## src/rtl/plan_pkg.sv

```systemverilog
// Shared constants and types for the PLAN sigmoid family.
// Every constant is exact in Q.frac, so it is computed from the fractional width.
package plan_pkg;

  typedef enum logic [1:0] {
    SEG_A   = 2'd0,
    SEG_B   = 2'd1,
    SEG_C   = 2'd2,
    SEG_SAT = 2'd3
  } seg_e;

  // Left shifts that undo each segment's slope (1/4, 1/8, 1/32)
  localparam int unsigned SHIFT_A = 2;
  localparam int unsigned SHIFT_B = 3;
  localparam int unsigned SHIFT_C = 5;

  function automatic longint ONE(input int unsigned frac);
    return longint'(1) << frac;
  endfunction

  function automatic longint HALF(input int unsigned frac);
    return longint'(1) << (frac - 1);
  endfunction

  // 0.75 = 3/4
  function automatic longint BRK_075(input int unsigned frac);
    return longint'(3) << (frac - 2);
  endfunction

  // 0.921875 = 59/64
  function automatic longint BRK_0921875(input int unsigned frac);
    return longint'(59) << (frac - 6);
  endfunction

  function automatic longint OFS_05(input int unsigned frac);
    return longint'(1) << (frac - 1);
  endfunction

  // 0.625 = 5/8
  function automatic longint OFS_0625(input int unsigned frac);
    return longint'(5) << (frac - 3);
  endfunction

  // 0.84375 = 27/32
  function automatic longint OFS_084375(input int unsigned frac);
    return longint'(27) << (frac - 5);
  endfunction

  function automatic longint SAT_5(input int unsigned frac);
    return longint'(5) << frac;
  endfunction

endpackage

```

## src/rtl/plan_pipe_slice.sv

```systemverilog
// Single valid/ready register slice. The payload loads only on an accepted
// transfer, so idle cycles never toggle the data register.
module plan_pipe_slice #(
  parameter int unsigned pWIDTH = 8
) (
  input  logic              clk,
  input  logic              rst,
  input  logic              in_valid,
  output logic              in_ready,
  input  logic [pWIDTH-1:0] in_data,
  output logic              out_valid,
  input  logic              out_ready,
  output logic [pWIDTH-1:0] out_data
);

  logic              valid_q;
  logic [pWIDTH-1:0] data_q;

  // Empty, or draining this cycle
  assign in_ready  = !valid_q || out_ready;
  assign out_valid = valid_q;
  assign out_data  = data_q;

  // Occupancy: refilled (or emptied) whenever the slice may move
  always_ff @(posedge clk or posedge rst) begin
    if (rst) begin
      valid_q <= 1'b0;
    end else if (in_ready) begin
      valid_q <= in_valid;
    end
  end

  // Payload: captured only on an accepted transfer
  always_ff @(posedge clk or posedge rst) begin
    if (rst) begin
      data_q <= '0;
    end else if (in_valid && in_ready) begin
      data_q <= in_data;
    end
  end

  // A stalled output must keep presenting the same payload
  assert property (@(posedge clk) disable iff (rst)
    (out_valid && !out_ready) |=> (out_valid && $stable(out_data)));

endmodule

```

## src/rtl/plan_logit.sv

```systemverilog
// Pipelined inverse of the PLAN sigmoid: y (probability domain) -> x.
// Three stages: fold around 0.5, pick the segment and subtract its offset,
// then undo the slope with a shift and restore the sign.
module plan_logit
  import plan_pkg::*;
#(
  parameter int unsigned pDATA_WIDTH = 32,
  parameter int unsigned pFRAC_NUM   = 16
) (
  input  logic                   clk,
  input  logic                   rst,
  input  logic                   in_valid,
  output logic                   in_ready,
  input  logic [pDATA_WIDTH-1:0] in_data,
  output logic                   out_valid,
  input  logic                   out_ready,
  output logic [pDATA_WIDTH-1:0] out_data
);

  localparam int unsigned W = pDATA_WIDTH;

  localparam logic signed [W-1:0] KOne    = W'(ONE(pFRAC_NUM));
  localparam logic signed [W-1:0] KHalf   = W'(HALF(pFRAC_NUM));
  localparam logic signed [W-1:0] KBrkB   = W'(BRK_075(pFRAC_NUM));
  localparam logic signed [W-1:0] KBrkC   = W'(BRK_0921875(pFRAC_NUM));
  localparam logic signed [W-1:0] KOfsA   = W'(OFS_05(pFRAC_NUM));
  localparam logic signed [W-1:0] KOfsB   = W'(OFS_0625(pFRAC_NUM));
  localparam logic signed [W-1:0] KOfsC   = W'(OFS_084375(pFRAC_NUM));
  localparam logic signed [W-1:0] KSat5   = W'(SAT_5(pFRAC_NUM));

  typedef struct packed {
    logic                neg;
    logic                sat;
    logic signed [W-1:0] m;
  } s1_t;

  typedef struct packed {
    logic                neg;
    seg_e                seg;
    logic [2:0]          shift;
    logic signed [W-1:0] d;
  } s2_t;

  s1_t                 s1_d, s1_q;
  s2_t                 s2_d, s2_q;
  logic signed [W-1:0] offset;
  logic signed [W-1:0] mag;
  logic [W-1:0]        s3_d;

  logic v1, v2;
  logic r0, r1, r2;

  // Stage 1: fold the lower half onto [0.5, 1) and flag saturation
  always_comb begin
    s1_d     = '0;
    s1_d.neg = $signed(in_data) < KHalf;
    s1_d.sat = in_data[W-1] || (in_data == '0) || ($signed(in_data) >= KOne);
    s1_d.m   = s1_d.neg ? (KOne - $signed(in_data)) : $signed(in_data);
  end

  // Stage 2: segment select. Exactly at 0.921875 the B branch is taken so the
  // break point maps to 2.375, the value segment B produces there going forward.
  always_comb begin
    s2_d       = '0;
    s2_d.neg   = s1_q.neg;
    offset     = KOfsA;
    s2_d.seg   = SEG_A;
    s2_d.shift = 3'(SHIFT_A);
    if (s1_q.sat) begin
      offset     = '0;
      s2_d.seg   = SEG_SAT;
      s2_d.shift = 3'd0;
    end else if ($signed(s1_q.m) > KBrkC) begin
      offset     = KOfsC;
      s2_d.seg   = SEG_C;
      s2_d.shift = 3'(SHIFT_C);
    end else if ($signed(s1_q.m) >= KBrkB) begin
      offset     = KOfsB;
      s2_d.seg   = SEG_B;
      s2_d.shift = 3'(SHIFT_B);
    end
    s2_d.d = $signed(s1_q.m) - offset;
  end

  // Stage 3: undo the slope exactly and restore the sign
  always_comb begin
    if (s2_q.seg == SEG_SAT) begin
      mag = KSat5;
    end else begin
      mag = $signed(s2_q.d) <<< s2_q.shift;
    end
    s3_d = s2_q.neg ? W'(-mag) : W'(mag);
  end

  // No sample is accepted while reset is held
  assign in_ready = r0 && !rst;

  plan_pipe_slice #(
    .pWIDTH($bits(s1_t))
  ) u_slice1 (
    .clk      (clk),
    .rst      (rst),
    .in_valid (in_valid),
    .in_ready (r0),
    .in_data  (s1_d),
    .out_valid(v1),
    .out_ready(r1),
    .out_data (s1_q)
  );

  plan_pipe_slice #(
    .pWIDTH($bits(s2_t))
  ) u_slice2 (
    .clk      (clk),
    .rst      (rst),
    .in_valid (v1),
    .in_ready (r1),
    .in_data  (s2_d),
    .out_valid(v2),
    .out_ready(r2),
    .out_data (s2_q)
  );

  plan_pipe_slice #(
    .pWIDTH(W)
  ) u_slice3 (
    .clk      (clk),
    .rst      (rst),
    .in_valid (v2),
    .in_ready (r2),
    .in_data  (s3_d),
    .out_valid(out_valid),
    .out_ready(out_ready),
    .out_data (out_data)
  );

  // The shifted magnitude stays within [0, 5.0] for every valid sample
  assert property (@(posedge clk) disable iff (rst)
    v2 |-> ((mag >= 0) && (mag <= KSat5)));

endmodule

```

## config.mk

```make
export PLATFORM = sky130hd
export DESIGN_NAME = plan_logit
export DESIGN_NICKNAME = d
export VERILOG_FILES = /design/src/rtl/plan_pkg.sv /design/src/rtl/plan_pipe_slice.sv /design/src/rtl/plan_logit.sv
export SDC_FILE = /design/constraint.sdc
export NUM_CORES = 1
export LEC_CHECK = 0
export CORE_UTILIZATION = 41
export CTS_CLUSTER_SIZE = 12
export DETAILED_ROUTE_END_ITERATION = 8
export SKIP_LAST_GASP = 1
export SLEW_MARGIN = 10
export SYNTH_ARGS = -nofsm -noshare
export SYNTH_HDL_FRONTEND = slang
export SYNTH_SLANG_ARGS = --single-unit
export TNS_END_PERCENT = 5
```

## constraint.sdc

```tcl
create_clock -name clk -period 4.96 [get_ports clk]
set_input_delay 1.488 -clock clk [delete_from_list [all_inputs] [get_ports clk]]
set_output_delay 1.488 -clock clk [all_outputs]
set_load 0.01 [all_outputs]
```

==> impl_metrics.ini <==
[synthesis]
async_reset_ff_share_pct = 100
synthMuxAreaShare_pct = 10.9
synth.yosys.seq_area_share_pct = 37.3
syn_inst = 791
synth_warnings = 0
avgSynthCellArea_sq_um = 9.06
ys_seq_elements = 107
synth_top_family_by_area = compound AO/OA/AOI/OAI gates
synth_edf_count = 0
ys.flop_type = dfrtp_1
synth_compound_area_share_pct = 19.3
synthesis.nets = 835
synth_adder_area_share_pct = 1.50
synthSimpleGateAreaFrac_pct = 19.0
syn_area_sq_um = 7170
synth_xor_area_share_pct = 8.43
synth.distinct_cells = 68

[final_layout]
final_nets = 880
diodes = 0
nFillCells = 1666
layout_commonest_cell = nand2_1
area_delta_synth_final_pct = 16.3
drive_gt1_share_pct = 8.80
mostFrequentLayoutCells = 149 x nand2_1, 108 x o21ai_0, 106 x dfrtp_1

[cts]
cts_resized = 0
clkTransAtPathRegs_ps = 70
postCtsSetupRepairBufs = 0
clock_sinks = 107
cts_tree = built
clk_latency_ps = 360
cts_root_buffer = clkbuf_16
cts_buffers = 9
clockBufferDepth = 2
cts_max_level = 3
cts_hold_buf = 0

[power]
vdd_drop_max_mv = 0.210
pwr-share-comb_pct = 44.9
powerDensity_nw_per_um2 = 448
total_leakage_power_uw = 0.00333
p_sw_uw = 1440
p_int_uw = 2290
seq_power_share_pct = 35.9
clockPowerShare_pct = 19.2
total_power_uw = 3730
switching_share_pct = 38.7

[route]
drt_wl_total_um = 15800
ant_nets = 0
dr.first_iter.drc_count = 341
dr.pass1.iters = 5
wl_per_cell_um = 14.9
post-route-drc-count = 0
vias = 5915
avgViaCountPerCell = 5.57

[critical_path]
cp_data_required_time_ps = 3470
crit_type = in2out
critPathCaptureType = output port
critPathMaxFanout = 3
critPathLaunchType = primary input
arrival_ps = 2740

[run_status]
status = finished, final reports clean

[placed_design]
gp_congestion = 0.897
io_buffers = 69
dpl.hpwl_um = 12000

[floorplan]
die_x_um = 134
rows = 47
core_sq_um = 16800
die_h_um = 134
dieArea_sq_um = 18000
start_util_pct = 42.6
io_pins = 70

[sta]
maxSlewViolCount = 0
worst_pin_slew_ps = 1010
finClkSkew_ps = 4.94
slew_headroom_pct = 32.4
period_needed_ps = 4230
finalCritPeriodShare_pct = 85.2
rsz0062_at_grt = false
final.setup.tns_ps = 0
whs_ps = 477
finalSetupViolations = 0
hold_viol = 0
max_clock_freq_mhz = 237

[global_route]
globalRouteTotalUtil_pct = 19.0
antenna_found_initial = 0
grt.overflow.total = 0
grt_first_pass_wirelength_um = 27800
grt_start_max_net_pins = 70
grt_pass1_vias = 5616

[worst_hold_path]
hp-class = reg2reg

[job]
drv_cap = 0
power by group through the flow:
stage / clock [uW] / combinational, uW / sequential, uW
after floorplan: 0 / 1120 / 1350
after global placement: 0 / 1650 / 1350
after detailed placement: 0 / 1680 / 1360
after CTS: 738 / 1680 / 1340
after global routing: 775 / 1870 / 1390
final: 716 / 1670 / 1340
state kept, by name (all words and copies together) (netlist names):
signal and count:
u_slice3.out_valid 1, u_slice1.out_data 34, u_slice2.out_data 38, u_slice2.out_valid 1, u_slice3.out_data 32, u_slice1.out_valid 1
final timing paths:
path / from / endpoint / slack, ps / cells past startpoint
setup / recovery: out_ready / in_ready / 730 / 4
hold / removal: u_slice3.out_data[2] / u_slice3.out_data[2] / 480 / 2
setup reg to reg: u_slice1.out_data[16] / u_slice2.out_data[28] / 870 / 11
hold reg to reg: u_slice3.out_data[2] / u_slice3.out_data[2] / 480 / 2
max in group asynchronous: rst / u_slice1.out_data[7] / 2580 / 3
min in group asynchronous: rst / u_slice3.out_valid / 1690 / 2
logic make-up after synthesis:
family                     after synthesis
and+or+nand+nor                        290
AOI/OAI and AO/OA                      220
muxes                                   38
xor gates and xnor gates                69
adders and majority gates                8
buffers and inverters                   59
DFF                                    107
metal layers:
layer  vias to the layer above  global-route usage (%)  wire (um)
met1                      2788                    27.0       7920
li1                       2973                       -          -
met4                         0                    5.99        230
met5                         -                       0          0
met2                       135                    29.8       7090
met3                        19                    3.14        587
synthesized netlist by cell type, types with 6 or more instances:
library cell	n	area share, %
nand2_1	150	7.9
o21ai_0	108	7.5
dfrtp_1	107	37
nor2_1	45	2.4
xor2_1	39	4.8
clkbuf_1	32	1.7
xnor2_1	30	3.7
mux4_2	24	7.5
a22oi_1	19	2.0
nor3_1	16	1.1
o31ai_1	16	1.7
a31oi_1	13	1.1
nand3_1	13	0.91
inv_1	12	0.63
a21oi_1	11	0.77
nand2b_1	10	0.87
nor2b_1	10	0.87
buf_2	7	0.49
ha_1	7	1.2
o21ai_1	7	0.49
or4_1	7	0.73
a21o_1	6	0.63
buf_1	6	0.31
mux4_1	6	2.2
nor4_1	6	0.52
o41ai_1	6	0.73
critical path, stage by stage:
cell             delay [ps]
clkdlybuf4s50_1         470
nor2b_1                  70
a31oi_1                 160
clkdlybuf4s50_1         550
area by class of cell:
cell class	instances	area [sq um]	share of cell area [%]
multi-input combinational	625	4250	51.0
tap	220	275	3.30
clock inverter	6	53.8	0.645
inverter	12	47.5	0.570
clock buffer	10	239	2.87
timing repair buffer	81	793	9.52
sequential	107	2680	32.1
stage by stage:
stage	util (%)	instance area (sq um)	cells	worst slack (ps)
after floorplan	-	7170	791	655
after global placement	47.8	8040	1045	459
after detailed placement	47.8	8040	1045	412
after CTS	49.6	8340	1061	728
after global routing	49.6	8340	1061	562
final	49.6	8340	1061	733
No activity file was read; power rests on OpenSTA's default activity.
